===== src/rtl/aes_pkg.sv =====
// Definitions shared by the AES word loader and the AES core it feeds.
package aes_pkg;

   localparam int AES_CORE_LAT = 41;
   localparam int AES_WORD_W   = 32;

   typedef enum logic [2:0] {
      IDLE,
      LOAD_PT,
      LOAD_KEY,
      ISSUE,
      WAIT
   } aes_state_e;

endpackage


===== src/rtl/aes_word_loader.sv =====
// Collects 32-bit upstream words into a 128-bit plaintext block and key.
// Issues a start pulse to the AES core, then waits out the core latency.
module aes_word_loader
   import aes_pkg::*;
#(
   parameter int CORE_LAT  = AES_CORE_LAT,
   parameter int KEY_WORDS = 4
) (
   input  logic                  clk,
   input  logic                  rst,
   input  logic                  s_valid,
   output logic                  s_ready,
   input  logic [AES_WORD_W-1:0] s_data,
   input  logic                  key_keep,
   input  logic                  clear,
   output logic [127:0]          blk_in,
   output logic [127:0]          blk_key,
   output logic                  start,
   output logic                  busy,
   output logic                  blk_done
);

   localparam int              CntW        = $clog2(CORE_LAT);
   localparam logic [1:0]      LastKeyWord = 2'(KEY_WORDS - 1);
   localparam logic [CntW-1:0] WaitLoad    = CntW'(CORE_LAT - 1);

   aes_state_e      state_q, state_d;
   logic [1:0]      wordCnt_q, wordCnt_d;
   logic [CntW-1:0] waitCnt_q, waitCnt_d;
   logic            reuseKey_q, reuseKey_d;
   logic            keyLoaded_q, keyLoaded_d;
   logic [127:0]    blkIn_q, blkIn_d;
   logic [127:0]    blkKey_q, blkKey_d;
   logic            alive_q;
   logic [6:0]      slotLsb;

   // Word n of a group lands at bit 127-32n, i.e. slot (3-n) counting from the LSB.
   assign slotLsb = {~wordCnt_q, 5'b0};

   assign blk_in  = blkIn_q;
   assign blk_key = blkKey_q;

   // alive_q keeps s_ready low until the first clock edge after reset releases.
   always_ff @(posedge clk or negedge rst) begin
      if (!rst) begin
         state_q     <= IDLE;
         wordCnt_q   <= '0;
         waitCnt_q   <= '0;
         reuseKey_q  <= 1'b0;
         keyLoaded_q <= 1'b0;
         blkIn_q     <= '0;
         blkKey_q    <= '0;
         alive_q     <= 1'b0;
      end else begin
         state_q     <= state_d;
         wordCnt_q   <= wordCnt_d;
         waitCnt_q   <= waitCnt_d;
         reuseKey_q  <= reuseKey_d;
         keyLoaded_q <= keyLoaded_d;
         blkIn_q     <= blkIn_d;
         blkKey_q    <= blkKey_d;
         alive_q     <= 1'b1;
      end
   end

   always_comb begin
      state_d     = state_q;
      wordCnt_d   = wordCnt_q;
      waitCnt_d   = waitCnt_q;
      reuseKey_d  = reuseKey_q;
      keyLoaded_d = keyLoaded_q;
      blkIn_d     = blkIn_q;
      blkKey_d    = blkKey_q;
      s_ready     = 1'b0;
      start       = 1'b0;
      busy        = 1'b0;
      blk_done    = 1'b0;

      case (state_q)
         IDLE: begin
            s_ready = alive_q;
            if (s_valid && alive_q) begin
               blkIn_d[slotLsb +: 32] = s_data;
               reuseKey_d             = key_keep && keyLoaded_q;
               wordCnt_d              = wordCnt_q + 2'd1;
               state_d                = LOAD_PT;
            end
         end

         LOAD_PT: begin
            if (clear) begin
               wordCnt_d = '0;
               state_d   = IDLE;
            end else begin
               s_ready = 1'b1;
               if (s_valid) begin
                  blkIn_d[slotLsb +: 32] = s_data;
                  wordCnt_d              = wordCnt_q + 2'd1;
                  if (wordCnt_q == 2'd3) begin
                     state_d = reuseKey_q ? ISSUE : LOAD_KEY;
                  end
               end
            end
         end

         LOAD_KEY: begin
            // An abort after key words were overwritten leaves no usable stored key.
            if (clear) begin
               if (wordCnt_q != 2'd0) begin
                  keyLoaded_d = 1'b0;
               end
               wordCnt_d = '0;
               state_d   = IDLE;
            end else begin
               s_ready = 1'b1;
               if (s_valid) begin
                  blkKey_d[slotLsb +: 32] = s_data;
                  wordCnt_d               = wordCnt_q + 2'd1;
                  if (wordCnt_q == LastKeyWord) begin
                     keyLoaded_d = 1'b1;
                     state_d     = ISSUE;
                  end
               end
            end
         end

         ISSUE: begin
            start     = 1'b1;
            busy      = 1'b1;
            waitCnt_d = WaitLoad;
            state_d   = WAIT;
         end

         WAIT: begin
            busy = 1'b1;
            if (waitCnt_q == '0) begin
               blk_done = 1'b1;
               state_d  = IDLE;
            end else begin
               waitCnt_d = waitCnt_q - CntW'(1);
            end
         end

         default: begin
            state_d = IDLE;
         end
      endcase
   end

endmodule


===== config.mk =====
export PLATFORM = sky130hd
export DESIGN_NAME = aes_word_loader
export DESIGN_NICKNAME = d
export VERILOG_FILES = /design/src/rtl/aes_pkg.sv /design/src/rtl/aes_word_loader.sv
export SDC_FILE = /design/constraint.sdc
export NUM_CORES = 1
export LEC_CHECK = 0
export CAP_MARGIN = 40
export CORE_UTILIZATION = 35
export CTS_CLUSTER_SIZE = 40
export DETAILED_ROUTE_END_ITERATION = 16
export GPL_TIMING_DRIVEN = 0
export SYNTH_ARGS = -nofsm -noshare
export SYNTH_HDL_FRONTEND = slang
export SYNTH_SLANG_ARGS = --single-unit

===== constraint.sdc =====
create_clock -name clk -period 2.1 [get_ports clk]
set_clock_uncertainty 0.05 [all_clocks]
set_input_delay 0.525 -clock clk [delete_from_list [all_inputs] [get_ports clk]]
set_output_delay 0.525 -clock clk [all_outputs]
set_load 0.005 [all_outputs]

==> results.json <==
{
  "fmax_ghz": 0.423,
  "synthFlopType": "dfrtp_1",
  "ir_drop_mv": 0.628,
  "grt_pass1_vias": 8078,
  "cap_viol_max_count": 0,
  "setup_slack_ns": -0.265,
  "hold_end": "blk_in[58]",
  "r2r_start": "state_q[1]",
  "power_density_nw_per_um2": 1180,
  "io_pins": 297,
  "synth.largest_area_cell": "dfrtp_1",
  "async_reset_ff_share_pct": 100,
  "layout-drive-gt1-share_pct": 35.0,
  "ys_seq_elements": 270,
  "p_leak_nw": 7.85,
  "die_width_um": 182,
  "finalCriticalPeriod_ns": 2.36,
  "hold_class": "register to register",
  "yosysWarnings": 0,
  "grt_usage_pct": 19.8,
  "grt_pass1_wl_um": 50400,
  "path_class": "register to output port",
  "violations": "negative setup slack",
  "place_congestion": 0.778,
  "drt_iter0_markers": 271,
  "num_rows": 65,
  "netlist_area_um2": 11400,
  "synth_top_area_share_pct": 59.4,
  "final_cells": 1620,
  "place_ws_ns": -0.879,
  "worst_pin_slew_ns": 0.804,
  "rsz0062_at_grt": "true",
  "die_y_um": 182,
  "antenna_found_initial": 0,
  "vias": 7685,
  "status": "complete, but fails checks",
  "cts_tree": "yes",
  "worst_ep_arrival_time_ns": 1.79,
  "ys_types": 43,
  "cts_buffers": 31,
  "cp-start-kind": "register",
  "synth_most_common_cell": "dfrtp_1",
  "final-hold-violation-count": 0,
  "vias_per_cell": 4.74,
  "syn_inst": 789,
  "r2r_cells": 7,
  "slew_headroom_pct": 46.4,
  "syn_to_final_growth_pct": 44.8,
  "synth_seq_area_share_pct": 59.4,
  "r2r-end": "blk_in[95]",
  "first_pass_iters": 4,
  "crit_path_end_kind": "output port",
  "synthesis.nets": 832,
  "clkTransAtPathRegs_ns": 0.06,
  "clk_path_buf_depth": 3,
  "crit_fanout": 6,
  "n_antenna_cell": 0,
  "overflow": 0,
  "syn_area_per_cell_um2": 14.4,
  "clockRootBuffer": "clkbuf_16",
  "drv_slew": 0,
  "htree_levels": 1,
  "grt_start_max_net_pins": 109,
  "hpwlAfterDp_um": 22700,
  "regToRegSetupSlack_ns": -0.12,
  "final_nets": 1204,
  "ant_nets": 0,
  "hold_start": "blk_in[58]",
  "cts.sinks": 270,
  "whs_path_depth": 1,
  "initial_core_util_pct": 35.8,
  "setup_viol": 223,
  "synthTopCellsByArea": "dfrtp_1 (59%), mux2_2 (25%), and2_1 (7.1%)",
  "core-area_um2": 31800,
  "drt-wirelength-per-cell_um": 20.3,
  "critical_path_required_ns": 1.52,
  "die_area_um2": 33200,
  "portBuffers": 296,
  "wirelength_um": 32900,
  "clkLatencyLatePin_ns": 0.56,
  "post-route-drc-count": 0,
  "place_inst": 1524,
  "post-route-period-util_pct": 113,
  "synth_edf_count": 0,
  "synth_commonest_cells": "dfrtp_1 (270), mux2_2 (249), and2_1 (130)"
}
[worst max-delay path, stage by stage, from the launching register on]
cell	delay [ns]
dfrtp_1	0.40
clkbuf_8	0.15
buf_8	0.13
xor2_4	0.18
nand2_2	0.09
a21oi_2	0.15
buf_2	0.13
[where the power goes]
group	switching, mW	internal (mW)
combinational	2.94	4.07
sequential	0.654	6.37
clock	2.19	3.26
total	5.78	13.7
[sequential cells by signal, summed over array words and instances, names as in the netlist]
name         cells
blk_in         128
blk_key        128
waitCnt_q        6
state_q          3
wordCnt_q        2
alive_q          1
keyLoaded_q      1
reuseKey_q       1
[per-layer routing]
metal	routed length [um]	share of wire (%)	GRT usage, %
met1	14500	44	25.9
met2	15100	46	31.7
met3	2410	7.3	5.81
met4	908	2.8	5.48
met5	0	0	0
[worst max-delay path by stage]
stage,endpoint,slack [ns],cells after the start,from
detailed placement,blk_in[52],-0.88,5,s_valid
CTS,s_ready,-0.27,6,state_q[0]
global placement,blk_in[101],-11.81,1,rst
floorplan,blk_in[33],0.12,4,s_valid
global route,s_ready,-0.31,6,state_q[1]
finish,s_ready,-0.26,6,state_q[1]
[per-stage QoR]
step / setup TNS (ns) / utilization (%) / hold slack [ns] / instance area [um2] / power (mW)
finish: -15.00 / 51.8 / 0.436 / 16500 / 19.5
global route: -36.98 / 51.8 / 0.453 / 16500 / 20.6
CTS: -1.21 / 51.4 / 0.439 / 16400 / 19.6
detailed placement: -161.72 / 47.0 / 0.426 / 15000 / 13.5
global placement: -3354.69 / 46.8 / 0.419 / 14900 / 13.4
floorplan: 0 / - / 0.179 / 11400 / 9.92
[cells in the final DEF, fill, tap and decap left out, types with 6 or more instances in the layout]
master           Yosys  layout
nand2_1              8       7
clkbuf_2             0       9
o21ai_0              6       6
buf_6               12      11
mux2_2             249     249
clkbuf_8             0      16
buf_4                0      36
inv_1               14      13
clkdlybuf4s50_1      0     285
and2_1             130     129
dfrtp_2              0       6
buf_2               12      17
nand3_1              6       6
clkinv_2             0       9
clkbuf_16            0      31
mux2_1               9       9
dfrtp_1            270     264
[cell type report]
cell class / instances / area, um2
fillers: 2733 / 15300
plain buffers: 39 / 310
clock buffers: 46 / 962
flip-flops and latches: 270 / 6760
repair buffers: 340 / 3360
clock inverters: 11 / 83.8
well taps: 435 / 544
inverters: 14 / 52.6
multi-input cells: 465 / 4390
[what timing repair did]
| action | 4_1_cts | 5_1_grt |
|---|---|---|
| gates resized for setup | 58 | 16 |
| hold buffers | 1 | 0 |
| endpoints found under the hold margin | 20 | 0 |
| pin swaps | 12 | 6 |
| endpoints found under the setup margin | 249 | 246 |
| buffers inserted | 31 | 8 |
| gates cloned | 0 | 0 |
[logic make-up after synthesis]
kind of cell    after synthesis  share of synthesized area [%]
simple gates                169                           9.25
buf+inv                      54                           2.71
compound gates               29                           2.24
fa+ha+maj                     6                          0.660
flops                       270                           59.4
mux                         259                           25.6
other cells                   1                         0.0330
xor+xnor                      1                         0.0770
Note: power is estimated with default switching activity, not from simulation.
